## src/rtl/sirius_fetch_pkg.sv

```systemverilog
// Shared types for the instruction fetch slice: FSM states, response record and PC stepping.
package sirius_fetch_pkg;

  typedef enum logic [2:0] {S_IDLE, S_REQ, S_WAIT, S_HOLD, S_KILL} fetch_state_t;

  localparam int unsigned FETCH_BYTES = 8;

  typedef struct packed {
    logic [63:0] data;
    logic [31:0] pc;
  } fetch_resp_t;

  // Next fetch block: align down to the 64-bit fetch unit, then step; wraps at 2^32.
  function automatic logic [31:0] next_fetch_pc(input logic [31:0] pc);
    return {pc[31:3], 3'b000} + 32'(FETCH_BYTES);
  endfunction

endpackage

```

## src/rtl/fetch_hold_buffer.sv

```systemverilog
// One-entry holding register for a response that arrived while the FIFO was full.
module fetch_hold_buffer
  import sirius_fetch_pkg::*;
(
  input  logic        clk,
  input  logic        rst_n,
  input  logic        load,
  input  logic        clear,
  input  fetch_resp_t load_data,
  output logic        valid,
  output fetch_resp_t data
);

  logic        valid_reg;
  fetch_resp_t data_reg;

  always_ff @(posedge clk) begin
    if (!rst_n) begin
      valid_reg <= 1'b0;
      data_reg  <= '0;
    end else if (clear) begin
      valid_reg <= 1'b0;
    end else if (load) begin
      valid_reg <= 1'b1;
      data_reg  <= load_data;
    end
  end

  assign valid = valid_reg;
  assign data  = data_reg;

endmodule

```

## src/rtl/fetch_controller.sv

```systemverilog
// Fetch sequencer feeding the dual-write instruction FIFO, with redirect flush/kill handling.
// Optional FETCH_PERF_EN adds request/kill/stall counters.
module fetch_controller
  import sirius_fetch_pkg::*;
#(
  parameter logic [31:0] RESET_PC = 32'hBFC0_0000
) (
  input  logic        clk,
  input  logic        rst_n,
  input  logic        redirect_valid,
  input  logic [31:0] redirect_pc,
  input  logic        redirect_keep_delay,
  output logic        imem_req,
  output logic [31:0] imem_addr,
  input  logic        imem_gnt,
  input  logic        imem_rvalid,
  input  logic [63:0] imem_rdata,
  input  logic        fifo_full,
  output logic        fifo_flush,
  output logic        fifo_flush_delay,
  output logic        fifo_write_en1,
  output logic        fifo_write_en2,
  output logic [31:0] fifo_write_data1,
  output logic [31:0] fifo_write_addr1,
  output logic [31:0] fifo_write_data2,
  output logic [31:0] fifo_write_addr2,
  output logic [31:0] fetch_pc
`ifdef FETCH_PERF_EN
  ,
  output logic [31:0] perf_req_cnt,
  output logic [31:0] perf_kill_cnt,
  output logic [31:0] perf_stall_cnt
`endif
);

  fetch_state_t state_reg, state_next;
  logic [31:0]  pc_reg, pc_next;
  logic         hold_load, hold_clear, hold_valid;
  fetch_resp_t  hold_data, write_src;
  logic         write_fire;

  fetch_hold_buffer u_hold (
    .clk       (clk),
    .rst_n     (rst_n),
    .load      (hold_load),
    .clear     (hold_clear),
    .load_data ('{data: imem_rdata, pc: pc_reg}),
    .valid     (hold_valid),
    .data      (hold_data)
  );

  always_ff @(posedge clk) begin
    if (!rst_n) begin
      state_reg <= S_IDLE;
      pc_reg    <= RESET_PC;
    end else begin
      state_reg <= state_next;
      pc_reg    <= pc_next;
    end
  end

  always_comb begin
    state_next       = state_reg;
    pc_next          = pc_reg;
    hold_load        = 1'b0;
    hold_clear       = 1'b0;
    write_fire       = 1'b0;
    write_src        = '0;
    imem_req         = 1'b0;
    imem_addr        = '0;
    fifo_flush       = 1'b0;
    fifo_flush_delay = 1'b0;
    fifo_write_en1   = 1'b0;
    fifo_write_en2   = 1'b0;
    fifo_write_data1 = '0;
    fifo_write_addr1 = '0;
    fifo_write_data2 = '0;
    fifo_write_addr2 = '0;

    case (state_reg)
      S_IDLE: if (!fifo_full) state_next = S_REQ;
      S_REQ: begin
        imem_req  = 1'b1;
        imem_addr = {pc_reg[31:3], 3'b000};
        if (imem_gnt) state_next = S_WAIT;
      end
      S_WAIT: begin
        if (imem_rvalid) begin
          pc_next = next_fetch_pc(pc_reg);
          if (!fifo_full) begin
            write_fire = 1'b1;
            write_src  = '{data: imem_rdata, pc: pc_reg};
            state_next = S_REQ;
          end else begin
            hold_load  = 1'b1;
            state_next = S_HOLD;
          end
        end
      end
      S_HOLD: begin
        if (!fifo_full && hold_valid) begin
          write_fire = 1'b1;
          write_src  = hold_data;
          hold_clear = 1'b1;
          state_next = S_REQ;
        end
      end
      S_KILL: if (imem_rvalid) state_next = S_REQ;
      default: state_next = S_IDLE;
    endcase

    // A redirect overrides everything; a response already owed by memory must be killed later.
    if (redirect_valid) begin
      fifo_flush       = 1'b1;
      fifo_flush_delay = redirect_keep_delay;
      write_fire       = 1'b0;
      hold_load        = 1'b0;
      hold_clear       = 1'b1;
      pc_next          = redirect_pc;
      if ((state_reg == S_WAIT && !imem_rvalid) ||
          (state_reg == S_REQ  && imem_gnt)     ||
          (state_reg == S_KILL && !imem_rvalid))
        state_next = S_KILL;
      else
        state_next = S_REQ;
    end

    if (write_fire) begin
      fifo_write_en1   = 1'b1;
      fifo_write_addr1 = write_src.pc;
      if (!write_src.pc[2]) begin
        fifo_write_en2   = 1'b1;
        fifo_write_data1 = write_src.data[31:0];
        fifo_write_data2 = write_src.data[63:32];
        fifo_write_addr2 = write_src.pc + 32'd4;
      end else begin
        fifo_write_data1 = write_src.data[63:32];
      end
    end
  end

  assign fetch_pc = pc_reg;

`ifdef FETCH_PERF_EN
  logic [31:0] perf_req_reg, perf_kill_reg, perf_stall_reg;

  always_ff @(posedge clk) begin
    if (!rst_n) begin
      perf_req_reg   <= '0;
      perf_kill_reg  <= '0;
      perf_stall_reg <= '0;
    end else begin
      if (state_reg == S_REQ && imem_gnt) perf_req_reg <= perf_req_reg + 32'd1;
      if (imem_rvalid && (state_reg == S_KILL || (state_reg == S_WAIT && redirect_valid)))
        perf_kill_reg <= perf_kill_reg + 32'd1;
      if (state_reg == S_HOLD) perf_stall_reg <= perf_stall_reg + 32'd1;
    end
  end

  assign perf_req_cnt   = perf_req_reg;
  assign perf_kill_cnt  = perf_kill_reg;
  assign perf_stall_cnt = perf_stall_reg;
`endif

endmodule

```

## config.mk

```make
export PLATFORM = sky130hd
export DESIGN_NAME = fetch_controller
export DESIGN_NICKNAME = d
export VERILOG_FILES = /design/src/rtl/sirius_fetch_pkg.sv /design/src/rtl/fetch_hold_buffer.sv /design/src/rtl/fetch_controller.sv
export SDC_FILE = /design/constraint.sdc
export NUM_CORES = 1
export LEC_CHECK = 0
export ABC_CLOCK_PERIOD_IN_PS = 2200
export BUFFER_PORTS_ARGS = -buffer_cell sky130_fd_sc_hd__buf_2
export CELL_PAD_IN_SITES_DETAIL_PLACEMENT = 0
export CELL_PAD_IN_SITES_GLOBAL_PLACEMENT = 2
export CORE_MARGIN = 2
export CORE_UTILIZATION = 24
export DETAILED_ROUTE_END_ITERATION = 8
export GPL_TIMING_DRIVEN = 0
export HOLD_SLACK_MARGIN = 0.02
export PLACE_DENSITY = 0.73
export SYNTH_ARGS = -nofsm -noshare
export SYNTH_HDL_FRONTEND = slang
export SYNTH_SLANG_ARGS = --single-unit
```

## constraint.sdc

```tcl
create_clock -name clk -period 2.2 [get_ports clk]
set_input_delay 0.33 -clock clk [delete_from_list [all_inputs] [get_ports clk]]
set_output_delay 0.33 -clock clk [all_outputs]
set_load 0.005 [all_outputs]
```

=== Yosys cells after proc, flatten, opt, wreduce, memory -nomap -nowiden ===
Index checks and enable logic that the tools add are counted.

* Mux-type cells: 41
* Reduce and logical (&&, ||, !) cells: 15
* Multiply operators: 0
* Shifts and indexed selects: 0
* Div/mod/pow operators: 0
* Order comparisons: 0
* Bitwise operators: 2
* Equality and inequality tests: 9
* Add/sub/neg operators: 2

{| class="wikitable"
|+ Operator list
! kind !! count
|-
| 32-bit 2-to-1 mux || 11
|-
| 96-bit 2-to-1 mux || 3
|-
| 96-bit one-hot mux with 2 select lines || 1
|-
| 32-bit by 3-bit adder with 32-bit output (second input constant) || 1
|-
| 32-bit by 4-bit adder with 32-bit output (second input constant) || 1
|-
| 3-bit 2-to-1 mux || 7
|-
| 1-bit 2-to-1 mux || 16
|-
| 3-bit != test (second input constant) || 5
|-
| 3-bit one-hot mux with 5 select lines || 1
|-
| 3-bit by 2-bit == test with 1-bit output (second input constant) || 2
|-
| 5-bit AND reduction || 1
|-
| 1-bit logical AND || 4
|-
| 2-bit AND reduction || 2
|-
| 2-bit nonzero test || 2
|-
| 3-bit by 1-bit == test with 1-bit output (second input constant) || 1
|-
| 3-bit == test (second input constant) || 1
|-
| 3-bit zero test || 1
|-
| 1-bit zero test || 2
|-
| 1-bit logical OR || 2
|-
| 2-bit 2-to-1 mux || 1
|-
| 1-bit inverter || 2
|-
| 1-bit one-hot mux with 2 select lines || 1
|-
| 2-bit OR reduction || 1
|}

* Register bits after elaboration: 132
* Memory bits (read-only): 0
* Bits in latches: 0
* Bits of input ports: 103
* Memory bits (writable): 0
* Logic and storage cells: 74
* Memories kept: 0
* Output and inout bits: 197

=== Longest topological paths before layout ===
Gate-level depths: netlist of run 1.

* Depth after elaboration: 7
* Mapped depth: 10
* Gate-level depth less buffers: 6

=== Modules after synthesis ===
A second synthesis of run 1 with hierarchy kept.

* Cells, all modules: 1022
* Area total of the unflattened synthesis: 7907.6 sq um

{| class="wikitable"
|+ By module, submodules not included
! module !! times used !! cells an instance !! seq. area each (sq um) !! area an instance (sq um)
|-
| fetch_controller || 1 || 602 || 700.7 || 4053.9
|-
| fetch_hold_buffer || 1 || 420 || 1941.9 || 3853.7
|}

=== Least setup slack after synthesis of run 1 ===
Ideal clock, no wire load.

* Path kind: register to output
* Start point: register state_reg[0]
* End point: output port fifo_write_addr2[2]
* Arrival: 1810 ps
* Data required time: 1870 ps
* Path slack: 60 ps
* Buffers on the path: 4
* Cell stages (with the launch flop): 10
* Cells stage by stage: dfxtp_1 -> nand4bb_1 -> buf_2 -> nor2_1 -> a22oi_1 -> buf_2 -> nand2_1 -> buf_2 -> inv_1 -> buf_4

* Longest elaborated chain between the ends: 5
* Elaborated cells on any way between the ends: 8
* Those cells by class: 1 x add/sub; 2 x eq/ne; 5 x mux

{| class="wikitable"
|+ RTL lines
! element !! line !! source
|-
| start: declaration || fetch_controller.sv:36 || <nowiki>fetch_state_t state_reg, state_next;</nowiki>
|-
| start signal: assignment || fetch_controller.sv:57 || <nowiki>state_reg <= state_next;</nowiki>
|-
| 3-bit by 2-bit == test with 1-bit output || fetch_controller.sv:80 || <nowiki>case (state_reg)</nowiki>
|-
| 96-bit one-hot mux with 2 select lines || fetch_controller.sv:80 ||
|-
| 32-bit by 3-bit adder with 32-bit output || fetch_controller.sv:135 || <nowiki>fifo_write_addr2 = write_src.pc + 32'd4;</nowiki>
|-
| 32-bit 2-to-1 mux || fetch_controller.sv:131 || <nowiki>if (!write_src.pc[2]) begin</nowiki>
|-
| 32-bit 2-to-1 mux (*) || fetch_controller.sv:128 || <nowiki>if (write_fire) begin</nowiki>
|-
| end: declaration || fetch_controller.sv:26 || <nowiki>output logic [31:0] fifo_write_addr2,</nowiki>
|}

Every way passes the cells marked *; elsewhere a longest branch is shown, timed or not.

=== Worst setup path in the final report of run 1 ===
* Start point: register state_reg[2]
* End point: output port fifo_write_addr2[2]

Same word-level chain as after synthesis.

==> results of run 1 <==
-- stage by stage --
step | utilization, % | std cells | cell area (sq um) | TNS (ns)
2_1_floorplan | - | 1024 | 7680 | 0
3_3_place_gp | 30.6 | 1720 | 9650 | -163.22
3_5_place_dp | 30.6 | 1720 | 9650 | -161.67
4_1_cts | 34.2 | 1771 | 10800 | -75.96
5_1_grt | 38.3 | 1809 | 12100 | -55.68
6_report | 38.3 | 1810 | 12100 | -41.80
-- layout by cell type (no fill, tap or decap), drive strengths merged, types with 13 or more instances in the layout --
cell type / n
and2: 71
xor2: 13
o21ai: 21
nand3: 17
clkbuf: 79
buf: 387
a21boi: 97
dfxtp: 132
a21oi: 15
a22oi: 97
mux2i: 33
nand2: 226
nor2: 111
-- per-layer routing --
metal	up-vias	routed length, microns	track usage (%)	share of wire [%]
li1	4241	-	-	-
met1	4170	16300	26.7	47
met2	236	16400	32.2	47
met3	30	1650	3.40	4.7
met4	6	492	5.28	1.4
met5	-	34	0	0.097
-- power breakdown --
group          total (uW)  internal [uW]  leakage [uW]  switching, uW
sequential           2540           2440       0.00108           95.3
combinational         711            342       0.00370            369
clock                3120           1910      0.000300           1220
-- cell families after synthesis --
kind of cell | synth area share (%)
compound gates | 24.0
xor+xnor | 2.40
fa+ha+maj | 0.163
buf+inv | 6.08
flops | 34.4
mux | 4.45
other cells | 0.0489
simple gates | 28.5
-- layout make-up --
class                           instances  area (sq um)
Clock inverter                         14           201
Tap cell                              402           503
Fill cell                            3334         19500
Inverter                                5          22.5
Antenna cell                            3          7.51
Clock buffer                           17           425
Timing Repair Buffer                  353          2330
Buffer                                 96           840
Sequential cell                       132          2660
Multi-Input combinational cell        788          5080
-- timing repair --
| item | 4_1_cts | 5_1_grt |
|---|---|---|
| endpoints found under the setup margin | 216 | 273 |
| cloned | 2 | 14 |
| buffers inserted | 18 | 28 |
| pin swaps | 9 | 53 |
| gates resized for setup | 83 | 256 |
| hold buffers | 0 | 0 |
-- how the worst max path moves through the flow --
| stage | startpoint | endpoint | cells past startpoint |
|---|---|---|---|
| after floorplan | state_reg[0]$_SDFFE_PN0P_ | fifo_write_addr2[2] | 9 |
| after global placement | state_reg[0]$_SDFFE_PN0P_ | fifo_write_data2[2] | 9 |
| after detailed placement | state_reg[0]$_SDFFE_PN0P_ | fifo_write_addr2[3] | 9 |
| after CTS | state_reg[2]$_SDFFE_PN0P_ | fifo_write_data1[2] | 10 |
| after global routing | state_reg[1]$_SDFFE_PN0P_ | fifo_write_data1[9] | 11 |
| final | state_reg[2]$_SDFFE_PN0P_ | fifo_write_addr2[2] | 11 |
==> results.cfg, run 1 <==
[run_status]
status = finished, violations left
violations = setup timing

[clock_tree]
cts_made_buffers = 17
tritoncts = done
clkSinkCount = 132
clk-insertion-delay-late_ns = 0.43
path_clk_slew_ns = 0.06
root_buffer = clkbuf_16
cts_htree_levels = 4
cts_buffer_depth = 2

[sta]
post-route-worst-setup-slack_ns = -0.431
drv_slew = 0
worstMarginPinSlew_ns = 0.700
period_share_pct = 120
worst_hold_slack_ns = 0.128
slew_headroom_pct = 53.3
finalSetupViolations = 130
period_needed_ns = 2.63
hold_violations = 0
skew_ns = 0.0127
fmax_mhz = 380
rsz0062_at_grt = true

[logic_synthesis]
syn_inst = 1022
synth.area.top_cells = dfxtp_1, nand2_1, a21boi_0, a22oi_1, and2_1
yosysTopAreaCell = dfxtp_1
yosys.cell_types.count = 54
yosysWarnings = 0
synth_top_area_share_pct = 34.4
avgSynthCellArea_sq_um = 7.51
netlist_area_sq_mm = 0.00767
synth-async-reset-ratio_pct = 0
yosysSeqAreaShare_pct = 34.4
synth.most_common_cell = nand2_1
synth-seq-cells = 132
synth_ff_type = dfxtp_1
synthTopCellsByCount = nand2_1, dfxtp_1, nor2_1, a21boi_0, a22oi_1
synth_edf_count = 0

[grt]
grt_pass1_vias = 8244
antenna_found_initial = 6
grt_max_degree = 17
grt_pass1_wl_microns = 50200
grt_overflow_total = 0
grt.total_usage_pct = 19.7

[power_and_ir_drop]
cellLeakagePower_uw = 0.00508
power_density_mw_per_mm2 = 527
peakVddDrop_uv = 503
power_uw = 6370

[setup_path]
cp_data_required_time_ns = 1.87
r2r_end = fetch_pc[27]$_SDFFE_PN1P_
cpMaxStageDelayCell = nor4_4
r2r_setup_slack_ns = 0.05
reg2regPathDepth = 6
critical-path-top-delay-family = buffers and inverters
critPathKind = register to output port
cpMostUsedCell = buf_6
crit_path_start_kind = register
worstPathMaxFanout = 6
crit_arrival_ns = 2.30
slowest_delay_ns = 0.34
path_cells = buf_6 -> nor4_4 -> buf_6 -> a22oi_2 -> buf_6 -> buf_6 -> nand2_8 -> buf_8 -> inv_1 -> buf_4 -> buf_2
r2r_start = fetch_pc[12]$_SDFFE_PN0P_
cp-end-kind = output port
critPathBufInv = 8

[min_path]
holdPathEnd = fetch_pc[6]$_SDFFE_PN0P_
holdCritStartpoint = redirect_pc[6]
hold_path.class = input pin to register
min_delay_path_depth = 2

[finish]
nets = 1497
area_growth_syn_to_layout_pct = 57.5
largest_reg_flops = 96
drive_gt1_share_pct = 39.4

[route]
drt-total-wl_microns = 35000
wl_per_cell_microns = 19.3
via_per_inst = 4.80
drc = 0
drt-initial-drc-count = 558
drtPass1Iterations = 5
vias = 8683
drtAntennaViolNets = 0

[die]
die_width_microns = 183
die-area_sq_mm = 0.0334
initial_core_util_pct = 24.3
die_y_microns = 183
coreArea_sq_mm = 0.0316
io_pins = 300
rows = 65

[placed_design]
place_hpwl_microns = 25100
io_buffer_count = 294
pre_cts_slack_ns = -1.30
gp_congestion = 0.795

[flow_run]
max_cap_violations = 0
No activity file was read; power rests on OpenSTA's default activity.
==> run 2: changes to the inputs <==
- CTS_BUF_LIST: not set -> sky130_fd_sc_hd__clkbuf_8 sky130_fd_sc_hd__clkbuf_16
- GPL_TIMING_DRIVEN: 0 -> not set
==> run 2 against run 1 <==
Critical path type unchanged; critical endpoint is now fifo_write_data1[7]; setup slack improved by 0.17 ns; die area did not move; core utilization fell by 3.0 points; clock skew fell by 0.00078 ns; global-route usage fell by 1.1 points; the flow still finishes with violations (setup timing); largest cell class unchanged; sequential share of layout area rose by 1.8 points; via count fell by 4.8%; count of clock-buffer cells in the layout rose by 1.
==> results.cfg, run 2 (synthesized netlist as in run 1, its figures left out) <==
[sta]
hold_violations = 0
period_needed_ns = 2.47
finalSetupViolations = 129
period_share_pct = 112
drv_slew = 0
post-route-worst-setup-slack_ns = -0.265
skew_ns = 0.0119
rsz0062_at_grt = true
fmax_mhz = 406

[grt]
antenna_found_initial = 8
grt_overflow_total = 0
grt_max_degree = 72
grt_pass1_wl_microns = 48200
grt_pass1_vias = 8030
grt.total_usage_pct = 18.5

[die]
rows = 65
die-area_sq_mm = 0.0334
io_pins = 300
die_y_microns = 183
die_width_microns = 183
coreArea_sq_mm = 0.0316
initial_core_util_pct = 24.3

[route]
via_per_inst = 4.74
drtPass1Iterations = 5
drc = 0
drt-total-wl_microns = 31700
wl_per_cell_microns = 18.2
drtAntennaViolNets = 0
vias = 8269
drt-initial-drc-count = 424

[setup_path]
slowest_delay_ns = 0.38
worstPathMaxFanout = 7
cpMostUsedCell = buf_12
cp-end-kind = output port
r2r_setup_slack_ns = 0.13
critPathKind = register to output port
critical-path-top-delay-family = buffers and inverters
cpMaxStageDelayCell = dfxtp_2
crit_arrival_ns = 2.14
path_cells = inv_1 -> nor4_4 -> buf_12 -> a22oi_2 -> buf_12 -> clkbuf_16 -> mux2i_1 -> and2_1 -> buf_2
critPathBufInv = 5
cp_data_required_time_ns = 1.87
crit_path_start_kind = register

[finish]
design_area_sq_mm = 0.0111
largest_reg_flops = 96
drive_gt1_share_pct = 34.5
final_cell_mix = buf_2, nand2_1, dfxtp_1
layout_commonest_cell = buf_2
area_growth_syn_to_layout_pct = 44.9
utilization_pct = 35.2
nets = 1430

[clock_tree]
tritoncts = done
clk-insertion-delay-late_ns = 0.42
cts_buffer_depth = 2
cts_made_buffers = 17
root_buffer = clkbuf_16
path_clk_slew_ns = 0.06
cts_htree_levels = 4
clkSinkCount = 132

[placed_design]
dpl_cell_area_sq_mm = 0.0100
io_buffer_count = 296
place_hpwl_microns = 21400
gp_congestion = 0.796

[power_and_ir_drop]
peakVddDrop_uv = 462
power_density_mw_per_mm2 = 544
cellLeakagePower_uw = 0.00475

[run_status]
violations = setup timing
status = finished, violations left

[flow_run]
max_cap_violations = 0

[min_path]
hold_path.class = input pin to register
run 2: layout make-up:
class                           instances  area, sq um
Clock inverter                         14          145
Inverter                                5         18.8
Antenna cell                            4         10.0
Multi-Input combinational cell        787         4760
Timing Repair Buffer                  383         2590
Sequential cell                       132         2650
Clock buffer                           18          439
Fill cell                            3348        20400
Tap cell                              402          503
run 2: per-layer routing:
layer  up-vias  track usage [%]  wire length [microns]
li1       4106                -                      -
met1      3929             24.9                  14800
met2       198             30.5                  15200
met3        28             3.32                   1280
met4         8             5.15                    374
met5         -                0                     44
run 2: power breakdown:
group	switching [uW]	internal [uW]
registers	51.2	2440
clock network	1230	1620
logic	373	332
run 2: per-stage QoR:
| stage | cells | setup slack, ns | setup TNS [ns] | total power [uW] | hold slack [ns] |
|---|---|---|---|---|---|
| floorplan | 1024 | 0.0598 | 0 | 2850 | 0.443 |
| global placement | 1694 | 0.00260 | 0 | 3230 | 0.449 |
| detailed placement | 1694 | -0.00251 | -0.00297 | 3230 | 0.455 |
| CTS | 1735 | -0.303 | -31.22 | 6120 | 0.122 |
| global route | 1745 | -0.394 | -41.86 | 6300 | 0.128 |
| finish | 1745 | -0.265 | -25.80 | 6040 | 0.142 |
run 2: final timing paths:
path,start,to,cells after the start
worst max register to register,state_reg[2]$_SDFFE_PN0P_,fetch_pc[22]$_SDFFE_PN1P_,6
worst min register to register,u_hold.data[21]$_SDFFE_PN0P_,u_hold.data[21]$_SDFFE_PN0P_,2
worst min-delay path,redirect_pc[5],fetch_pc[5]$_SDFFE_PN0P_,2
worst max-delay path,state_reg[1]$_SDFFE_PN0P_,fifo_write_data1[7],9
run 2: what timing repair did:
action / in CTS / in global routing
endpoints found under the setup margin: 130 / 130
resized for setup: 26 / 21
pin swaps: 5 / 32
buffers inserted: 3 / 3
gates cloned: 6 / 4
hold buffers: 0 / 0
